==> config.mk <==
export PLATFORM = sky130hd
export DESIGN_NAME = lane_rr_scheduler
export DESIGN_NICKNAME = d
export VERILOG_FILES = /design/src/rtl/lane_rr_scheduler_pkg.sv /design/src/rtl/lane_rr_scheduler_fifo.sv /design/src/rtl/lane_rr_scheduler.sv
export SDC_FILE = /design/constraint.sdc
export NUM_CORES = 1
export LEC_CHECK = 0
export CAP_MARGIN = 20
export CORE_MARGIN = 2
export CORE_UTILIZATION = 46
export DETAILED_ROUTE_END_ITERATION = 12
export GPL_ROUTABILITY_DRIVEN = 0
export PLACE_DENSITY = 0.72
export SETUP_SLACK_MARGIN = 0.05
export SLEW_MARGIN = 0
export SYNTH_ARGS = -nofsm -noshare
export SYNTH_HDL_FRONTEND = slang
export SYNTH_SLANG_ARGS = --single-unit
==> constraint.sdc <==
create_clock -name clk4f -period 2.5 [get_ports clk4f]
set_clock_uncertainty 0.15 [all_clocks]
set_input_delay 0.5 -clock clk4f [delete_from_list [all_inputs] [get_ports clk4f]]
set_output_delay 0.5 -clock clk4f [all_outputs]
set_load 0.005 [all_outputs]
==> src/rtl/lane_rr_scheduler_pkg.sv <==
// Shared constants, types and the round-robin pick helper for the lane scheduler.
package lane_rr_scheduler_pkg;

  localparam int         LANES        = 4;
  localparam logic [7:0] IDLE_SYM_DEF = 8'hBC;

  typedef logic [1:0] lane_idx_t;

  typedef struct packed {
    logic      found;
    lane_idx_t idx;
  } pick_t;

  // Scan last+1 .. last+4 (mod 4) and return the first requesting lane.
  // The fourth candidate wraps back to 'last' itself, so a lone requester
  // that was just served can be served again.
  function automatic pick_t rr_pick(input logic [LANES-1:0] req, input lane_idx_t last);
    pick_t     p;
    lane_idx_t cand;
    p.found = 1'b0;
    p.idx   = last;
    for (int k = 1; k <= LANES; k++) begin
      cand = last + lane_idx_t'(k);
      if (!p.found && req[cand]) begin
        p.found = 1'b1;
        p.idx   = cand;
      end
    end
    return p;
  endfunction

endpackage

==> src/rtl/lane_rr_scheduler_fifo.sv <==
// Per-lane FIFO. The caller gates push/pop; pointers wrap modulo DEPTH.
module lane_fifo #(
  parameter int WIDTH = 8,
  parameter int DEPTH = 2
) (
  input  logic                     clk4f,
  input  logic                     reset_L,
  input  logic                     push,
  input  logic                     pop,
  input  logic [WIDTH-1:0]         din,
  output logic [WIDTH-1:0]         dout,
  output logic [$clog2(DEPTH):0]   count,
  output logic                     full,
  output logic                     empty
);

  localparam int AW = $clog2(DEPTH);
  localparam int CW = AW + 1;

  logic [WIDTH-1:0] mem [DEPTH];
  logic [AW-1:0]    wr_ptr;
  logic [AW-1:0]    rd_ptr;

  // Storage array; contents need no reset since count guards every read.
  always_ff @(posedge clk4f) begin
    if (push) mem[wr_ptr] <= din;
  end

  // Pointers and occupancy; push+pop in one cycle leaves count unchanged.
  always_ff @(posedge clk4f) begin
    if (!reset_L) begin
      wr_ptr <= '0;
      rd_ptr <= '0;
      count  <= '0;
    end else begin
      if (push) wr_ptr <= wr_ptr + AW'(1);
      if (pop)  rd_ptr <= rd_ptr + AW'(1);
      case ({push, pop})
        2'b10:   count <= count + CW'(1);
        2'b01:   count <= count - CW'(1);
        default: count <= count;
      endcase
    end
  end

  assign dout  = mem[rd_ptr];
  assign full  = (count == CW'(DEPTH));
  assign empty = (count == '0);

endmodule

==> src/rtl/lane_rr_scheduler.sv <==
// Four-lane round-robin merger: per-lane FIFOs feed a rotating priority
// arbiter that emits one symbol per clk4f cycle when downstream is ready.
module lane_rr_scheduler
  import lane_rr_scheduler_pkg::*;
#(
  parameter int               WIDTH    = 8,
  parameter int               DEPTH    = 2,
  parameter logic [WIDTH-1:0] IDLE_SYM = IDLE_SYM_DEF
) (
  input  logic             clk4f,
  input  logic             reset_L,
  input  logic [WIDTH:0]   data0,
  input  logic [WIDTH:0]   data1,
  input  logic [WIDTH:0]   data2,
  input  logic [WIDTH:0]   data3,
  input  logic [LANES-1:0] lane_en,
  input  logic             out_ready,
  output logic [WIDTH:0]   data_out,
  output logic [1:0]       grant,
  output logic [LANES-1:0] lane_full,
  output logic [LANES-1:0] err_overflow
);

  localparam int CW = $clog2(DEPTH) + 1;

  logic [WIDTH:0]   lane_in [LANES];
  logic [WIDTH-1:0] head    [LANES];
  logic [CW-1:0]    count   [LANES];
  logic [LANES-1:0] full;
  logic [LANES-1:0] empty;
  logic [LANES-1:0] req;
  logic [LANES-1:0] push_req;
  logic [LANES-1:0] push;
  logic [LANES-1:0] pop;
  logic [LANES-1:0] drop;
  lane_idx_t        rr_last;
  pick_t            pick;

  assign lane_in[0] = data0;
  assign lane_in[1] = data1;
  assign lane_in[2] = data2;
  assign lane_in[3] = data3;

  for (genvar i = 0; i < LANES; i++) begin : g_lane
    lane_fifo #(
      .WIDTH (WIDTH),
      .DEPTH (DEPTH)
    ) u_fifo (
      .clk4f   (clk4f),
      .reset_L (reset_L),
      .push    (push[i]),
      .pop     (pop[i]),
      .din     (lane_in[i][WIDTH-1:0]),
      .dout    (head[i]),
      .count   (count[i]),
      .full    (full[i]),
      .empty   (empty[i])
    );
  end

  // Arbitration on pre-edge FIFO state, then push gating that lets a full
  // lane accept a new symbol when its head is popped in the same cycle.
  always_comb begin
    req  = lane_en & ~empty;
    pick = rr_pick(req, rr_last);
    pop      = '0;
    push_req = '0;
    push     = '0;
    drop     = '0;
    lane_full = '0;
    for (int i = 0; i < LANES; i++) begin
      pop[i]       = out_ready && pick.found && (pick.idx == lane_idx_t'(i));
      push_req[i]  = lane_in[i][WIDTH] && lane_en[i];
      push[i]      = push_req[i] && (!full[i] || pop[i]);
      drop[i]      = push_req[i] && full[i] && !pop[i];
      lane_full[i] = (count[i] == CW'(DEPTH));
    end
  end

  // Output registers, round-robin pointer and sticky overflow flags.
  always_ff @(posedge clk4f) begin
    if (!reset_L) begin
      data_out     <= {1'b0, IDLE_SYM};
      grant        <= '0;
      rr_last      <= 2'd3;
      err_overflow <= '0;
    end else begin
      if (out_ready) begin
        if (pick.found) begin
          data_out <= {1'b1, head[pick.idx]};
          grant    <= pick.idx;
          rr_last  <= pick.idx;
        end else begin
          data_out <= {1'b0, IDLE_SYM};
        end
      end
      err_overflow <= err_overflow | drop;
    end
  end

endmodule

## Word-level counts from Yosys, hierarchy flattened

Memories as Yosys holds them, arrays and structs flattened. A register that Yosys moved wholly into a read port is not among the register bits.
Index checks and enable logic that the tools add are counted.

- Memories: 4
- Register bits after elaboration: 33
- Output and inout port bits: 19
- RAM bits: 64

- Reduce and logical (&&, ||, !) cells: 49
- Equality and inequality tests: 15
- Magnitude comparators: 5
- Multiplexer cells: 36
- Add/sub/neg operators: 19
- Bitwise logic cells: 4

Memory list:

| memory | depth | width | rd ports | clocked after Yosys merged registers in | write ports | RTL line | source |
|---|---|---|---|---|---|---|---|
| g_lane[0].u_fifo.mem | 2 | 8 | 1 | 1 | 1 | lane_rr_scheduler_fifo.sv:20 | `logic [WIDTH-1:0] mem [DEPTH];` |
| g_lane[1].u_fifo.mem | 2 | 8 | 1 | 1 | 1 | lane_rr_scheduler_fifo.sv:20 |  |
| g_lane[2].u_fifo.mem | 2 | 8 | 1 | 1 | 1 | lane_rr_scheduler_fifo.sv:20 |  |
| g_lane[3].u_fifo.mem | 2 | 8 | 1 | 1 | 1 | lane_rr_scheduler_fifo.sv:20 |  |

Operators by type and width:

| kind | number |
|---|---|
| logical AND 1 bit | 24 |
| equality test 2 bit (second input constant) | 10 |
| 2-to-1 mux 1 bit | 20 |
| binary-select mux 8 bit (select 2 bit) | 1 |
| 2-to-1 mux 8 bit | 2 |
| case mux 2 bit (2 select lines) | 4 |
| < comparator 2 x 3 -> 1 bit (second input constant) | 4 |
| 2-to-1 mux 3 bit | 4 |
| logical NOT 1 bit | 11 |
| adder 2 x 1 -> 2 bit (second input constant) | 5 |
| equality test 2 x 1 -> 1 bit (second input constant) | 5 |
| logical NOT 2 bit | 5 |
| 2-to-1 mux 9 bit | 1 |
| adder 1 bit (second input constant) | 8 |
| binary-select mux 1 bit (select 2 bit) | 4 |
| nonzero test 2 bit | 4 |
| subtractor 2 x 1 -> 2 bit (second input constant) | 4 |
| adder 2 bit (second input constant) | 2 |
| AND 4 bit | 1 |
| logical OR 1 bit | 4 |
| NOT 4 bit | 1 |
| bitwise OR 4 bit | 1 |
| greater-or-equal comparator 3 bit (second input constant) | 1 |
| NOT 2 -> 3 bit | 1 |
| AND reduction 2 bit | 1 |

## Depth between registers and ports, before layout

Gate-level depths: netlist of the first run.

- Depth after elaboration: 21
- Mapped depth: 11

## By module

A second synthesis of the first run with hierarchy kept.

- Cells, all modules: 308
- Area, all modules: 4,220.3 um2

By module, submodules not included:

| module | cells each | times used | area an instance (um2) | seq. area each (um2) |
|---|---|---|---|---|
| lane_fifo | 47 | 4 | 792.0 | 580.6 |
| lane_rr_scheduler | 120 | 1 | 1,052.3 | 340.3 |

## Worst setup path before layout of the first run

OpenSTA, ideal clock, no wires.

- Path type: input to register
- Start point: input lane_en[1]
- End point: register g_lane[3].u_fifo.count[1]
- Data required time: 2,279 ps
- Setup time: 71 ps
- Data arrival time: 2,305 ps
- Cell stages on the path: 9
- Buffers on the path: 0
- Path slack: -26 ps
- Path through: o21a_2 > o2bb2a_2 > o211ai_4 > o211ai_2 > a21oi_2 > inv_1 > ha_1 > or3_1 > a21oi_1

- Word-level cells in the longest chain between the ends: 19
- Elaborated cells on any way between the ends: 28
- Classes of those cells: eq/ne: 3; mux: 13; bitwise: 1; reduce/logical: 11

RTL lines:

| what | RTL line | source |
|---|---|---|
| from (decl) | lane_rr_scheduler.sv:16 | `input logic [LANES-1:0] lane_en,` |
| AND 4 bit (*) | lane_rr_scheduler.sv:64 | `req = lane_en & ~empty;` |
| binary-select mux 1 bit (select 2 bit) | lane_rr_scheduler_pkg.sv:24 | `if (!p.found && req[cand]) begin` |
| 2-to-1 mux 1 bit (implied by the code) | lane_rr_scheduler_pkg.sv:24 |  |
| 2-to-1 mux 3 bit | lane_rr_scheduler_pkg.sv:24 |  |
| logical NOT 1 bit | lane_rr_scheduler_pkg.sv:24 |  |
| logical AND 1 bit | lane_rr_scheduler_pkg.sv:24 |  |
| 2-to-1 mux 3 bit | lane_rr_scheduler_pkg.sv:24 |  |
| logical NOT 1 bit | lane_rr_scheduler_pkg.sv:24 |  |
| [... 3 more ...] | n/a |  |
| logical AND 1 bit | lane_rr_scheduler_pkg.sv:24 |  |
| 2-to-1 mux 3 bit (*) | lane_rr_scheduler_pkg.sv:24 |  |
| equality test 2 bit / logical AND 1 bit (equally long branches) | lane_rr_scheduler.sv:72 | `pop[i] = out_ready && pick.found && (pick.idx == lane_idx_t'(i));` |
| logical AND 1 bit (*) | lane_rr_scheduler.sv:72 |  |
| logical OR 1 bit | lane_rr_scheduler.sv:74 | `push[i] = push_req[i] && (!full[i] \|\| pop[i]);` |
| logical AND 1 bit | lane_rr_scheduler.sv:74 |  |
| equality test 2 x 1 -> 1 bit / equality test 2 bit (equally long branches) | lane_rr_scheduler_fifo.sv:38 | `case ({push, pop})` |
| case mux 2 bit (2 select lines) / nonzero test 2 bit (equally long branches) | n/a |  |
| to (signal assigned) | lane_rr_scheduler_fifo.sv:39 | `2'b10: count <= count + CW'(1);` |
| to (signal assigned) | lane_rr_scheduler_fifo.sv:40 | `2'b01: count <= count - CW'(1);` |
| to (signal assigned) | lane_rr_scheduler_fifo.sv:41 | `default: count <= count;` |
| to (decl) | lane_rr_scheduler_fifo.sv:12 | `output logic [$clog2(DEPTH):0] count,` |

Every way passes the cells marked *; elsewhere a longest branch is shown, timed or not. The select of a mux whose other input is x is not followed.
A chain may end at the register's enable or synchronous reset.

## Final worst setup path of the first run

- Start point: register g_lane[3].u_fifo.count[1]
- End point: register g_lane[0].u_fifo.count[1]

- Word-level cells in the longest chain between the ends: 21
- Elaborated cells on any way between the ends: 30
- Classes of those cells: eq/ne: 2; mux: 13; bitwise: 2; reduce/logical: 13

RTL lines:

| what | RTL line | source |
|---|---|---|
| logical NOT 2 bit (*) | lane_rr_scheduler_fifo.sv:48 | `assign empty = (count == '0);` |
| NOT 4 bit (*) | lane_rr_scheduler.sv:64 |  |
| AND 4 bit (*) | lane_rr_scheduler.sv:64 |  |
| binary-select mux 1 bit (select 2 bit) | lane_rr_scheduler_pkg.sv:24 |  |
| 2-to-1 mux 1 bit (implied by the code) | lane_rr_scheduler_pkg.sv:24 |  |
| 2-to-1 mux 3 bit | lane_rr_scheduler_pkg.sv:24 |  |
| logical NOT 1 bit | lane_rr_scheduler_pkg.sv:24 |  |
| logical AND 1 bit | lane_rr_scheduler_pkg.sv:24 |  |
| [... 5 more ...] | n/a |  |
| logical AND 1 bit | lane_rr_scheduler_pkg.sv:24 |  |
| 2-to-1 mux 3 bit (*) | lane_rr_scheduler_pkg.sv:24 |  |
| logical NOT 2 bit / logical AND 1 bit (equally long branches) | lane_rr_scheduler.sv:72 |  |
| logical AND 1 bit (*) | lane_rr_scheduler.sv:72 |  |
| logical OR 1 bit | lane_rr_scheduler.sv:74 |  |
| logical AND 1 bit | lane_rr_scheduler.sv:74 |  |
| equality test 2 x 1 -> 1 bit / equality test 2 bit (equally long branches) | lane_rr_scheduler_fifo.sv:38 |  |
| case mux 2 bit (2 select lines) / nonzero test 2 bit (equally long branches) | n/a |  |
| to (signal assigned) | lane_rr_scheduler_fifo.sv:39 |  |
| to (signal assigned) | lane_rr_scheduler_fifo.sv:40 |  |
| to (signal assigned) | lane_rr_scheduler_fifo.sv:41 |  |
| to (decl) | lane_rr_scheduler_fifo.sv:12 |  |

Marked as above.

==> summary.md, run 1 <==
| Metric | Value |
|---|---|
| Peak VDD IR | `296 µV` |
| Synth async-reset ratio | `0%` |
| WHS Endpoint | `err_overflow[1]` |
| Vias per cell | `5.39` |
| Vias in the first global route | `about 2900` |
| RSZ-0062 raised after global routing | `no` |
| Routed Antenna Nets | `0` |
| Most frequent cells in the layout | `64 x edfxtp_1, 57 x clkdlybuf4s50_1, 37 x mux2i_1` |
| Setup crit start kind | `flip-flop` |
| WHS | `332 ps` |
| R2r setup slk | `between 100 and 150 ps` |
| Fin. Hold Viols | `0` |
| Core area | `0.00911 mm²` |
| Hpwl dp | `6530 µm` |
| Avg WL per Cell | `15.9 µm` |
| Critical Path End Type | `flip-flop` |
| Cells after Synth | `around 330` |
| Drt total wl | `8670 µm` |
| Synth Flop Type | `edfxtp_1` |
| Final setup fails | `0` |
| DIE HEIGHT | `100 µm` |
| Largest net degree at the start of global routing | `21` |
| Cell Rows | `35` |
| Crit path cell chain | `o21ai_4 -> buf_4 -> o22ai_2 -> a211oi_4 -> a21boi_2 -> or2_4 -> ha_4 -> xnor2_1 -> or3_1 -> a21oi_1` |
| Detailed router's first-iteration violation count | `~110` |
| Levels on crit path | `10` |
| IO Pins | `62` |
| NumNets Final | `473` |
| Area delta synth->final | `29.8%` |
| Most common cell after layout, fill and taps aside | `edfxtp_1` |
| Clock buffer depth | `2` |
| Crit path max fanout | `5` |
| CTS clock-pin slew for the worst setup and hold paths | `around 100 ps` |
| Clk_lat worst skew | `360 ps` |
| First-pass GRT wire length | `between 10000 and 15000 µm` |
| Pwr/cell area | `657 mW/mm²` |
| Min Tclk post-route | `2380 ps` |
| Die width | `100 µm` |
| Warnings from Yosys | `0` |
| Placed insts | `526` |
| CTS tree | `done` |
| Root Driver | `clkbuf_8` |
| Die Area | `0.0101 mm²` |
| Cell area after synthesis | `0.00427 mm²` |
| Initial antenna violation count | `0` |
| Net count after synthesis | `around 380` |
| GR Util All Layers | `18.0%` |
| GR Util met3 | `2.79%` |
| CP arrival | `2530 ps` |
| CP Class | `reg -> reg` |
| GRT met2 Usage | `32.6%` |
| Max-slew violation count | `0` |
| CP Buf/Inv Count | `1` |
| Period utilization | `95.4%` |
| Least-Margin Pin Slew | `520 ps` |
| Layout cells sized above 1 | `20.6%` |
| Yosys cell types | `56` |
| RR Endpoint | `g_lane[0].u_fifo.count[1]` |
| WHS Path Cells | `2` |
| CP peak stage delay | `360 ps` |
| HP Class | `reg -> reg` |
| CTS Sinks | `~100` |
| Cells on worst reg2reg path | `10` |
| Top Family by Delay on Critical Path | `compound AO/OA/AOI/OAI gates` |
| Drt drc | `0` |
| # hold bufs at CTS | `0` |
| Final instance count without filler cells | `roughly 540` |
| Initial core utilization | `46.9%` |
| Remaining global-route overflow | `0` |
| TritonRoute pass-1 iters | `4` |
| Busiest grt layer | `met2` |
| H-tree Lvls | `3` |
| Critical path's slowest cell | `dfxtp_2` |
| I/O Buffers | `a little over 60` |
| HP Start | `err_overflow[1]` |
| Via count | `between 2000 and 3000` |
| Status | `finished, final reports clean` |
| Avg Inst Size Synth | `12.9 µm²` |
| Ant. Diodes | `0` |
| Worst path required time | `about 2600 ps` |
| Max Cap Viol | `0` |
| Total CTS buffers | `9` |
| Sequential area share after synthesis | `62.3%` |
| EDFF count, synth | `between 60 and 70` |
| Lkg Pwr | `1.97 nW` |
| Max transition margin | `65.2%` |
| GR Util met1 | `~22%` |
| Reg2reg start | `g_lane[3].u_fifo.count[1]` |
| Fmax achieved | `about 420 MHz` |
| #FFs+latches synth | `101` |
[Yosys cell counts, drive strengths merged, types with 3 or more instances]
library cell | instances | share of area [%]
nor2 | 32 | 2.8
a221o | 3 | 0.70
xnor2 | 3 | 0.62
o21ai | 11 | 1.6
and2 | 4 | 0.59
edfxtp | 64 | 45
inv | 9 | 0.79
buf | 11 | 1.5
o211ai | 4 | 1.5
o22ai | 6 | 0.88
a211oi | 12 | 2.4
a31oi | 4 | 0.59
o21a | 5 | 1.1
nand2 | 23 | 2.1
nor2b | 10 | 1.5
mux2i | 37 | 8.7
a21oi | 16 | 2.0
or3 | 3 | 0.56
nand2b | 5 | 0.73
clkbuf | 4 | 0.38
dfxtp | 37 | 17
xor2 | 6 | 1.2
[state kept, by name, indices dropped and copies added, names as in the netlist, named ones only]
register              flops
data_out                  9
grant                     2
g_lane.u_fifo.count       8
rr_last                   2
g_lane.u_fifo.wr_ptr      4
err_overflow              4
g_lane.u_fifo.rd_ptr      4
g_lane.u_fifo.mem        64
[metal layers]
metal | vias to the layer above | routed length [µm]
li1 | 1416 | -
met1 | 1446 | 3790
met2 | 59 | 4500
met3 | 11 | 248
met4 | 0 | 136
met5 | - | 0
[cell type report]
type	instances	area [µm²]
Inverter	9	33.8
Sequential cell	101	2670
Timing Repair Buffer	100	932
Tap cell	111	139
Fill cell	745	3560
Clock buffer	10	128
Clock inverter	6	56.3
Multi-Input combinational cell	207	1590
[how the worst max path moves through the flow]
stage	start	end	slack, ps
after global routing	out_ready	g_lane[1].u_fifo.mem[0][5]	50
after floorplan	lane_en[1]	g_lane[0].u_fifo.count[1]	50
after global placement	lane_en[3]	g_lane[0].u_fifo.count[1]	-550
after detailed placement	lane_en[3]	g_lane[0].u_fifo.count[1]	-600
after CTS	g_lane[3].u_fifo.count[0]	g_lane[0].u_fifo.count[1]	110
final	g_lane[3].u_fifo.count[1]	g_lane[0].u_fifo.count[1]	120
[what timing repair did]
item                                    in CTS  in global routing
resized for setup                           13                  9
pin swaps                                    3                  2
buffers inserted                             0                  2
endpoints found under the setup margin      53                  8
[power breakdown]
| group | switching, mW | internal, mW | leakage, nW | total, mW |
|---|---|---|---|---|
| Clock | 0.580 | 0.384 | 0.0909 | 0.964 |
| Sequential | 0.0760 | 1.88 | 0.890 | 1.95 |
| Combinational | 0.346 | 0.383 | 0.990 | 0.729 |
| Total | 1.00 | 2.64 | 1.97 | 3.65 |
[metrics by stage]
step                      total power [mW]  setup TNS, ps  utilization, %  setup slack [ps]  instance area [µm²]
after CTS                             3.66              0            60.5               113                 5510
after detailed placement              2.70         -31660            58.2              -601                 5300
after global routing                  3.82              0            60.9              52.3                 5550
after floorplan                       2.37              0               -              54.7                 4330
after global placement                2.67         -27280            58.2              -553                 5300
final                                 3.65              0            60.9               116                 5550
[worst min-delay path: cells and delay by family (launching register included)]
family	cells	cell delay (ps)
compound gates	1	40
flops	1	340
simple gates	1	70
[cell families (layout without fill, tap and decap cells)]
| group | Yosys count | after routing | synth area share, % |
|---|---|---|---|
| compound gates | 74 | 74 | 14.4 |
| buf+inv | 24 | 125 | 2.64 |
| xor+xnor | 9 | 9 | 1.84 |
| fa+ha+maj | 2 | 2 | 0.586 |
| simple gates | 85 | 85 | 9.58 |
| flops | 101 | 101 | 62.3 |
| mux | 37 | 37 | 8.67 |
Power figures use the tool's default switching activity.
==> inputs of run 2 (changes only) <==
- CTS_CLUSTER_SIZE: default -> 8
==> results of run 2 <==
Final layout, timing and power as in run 1 (identical DEF).
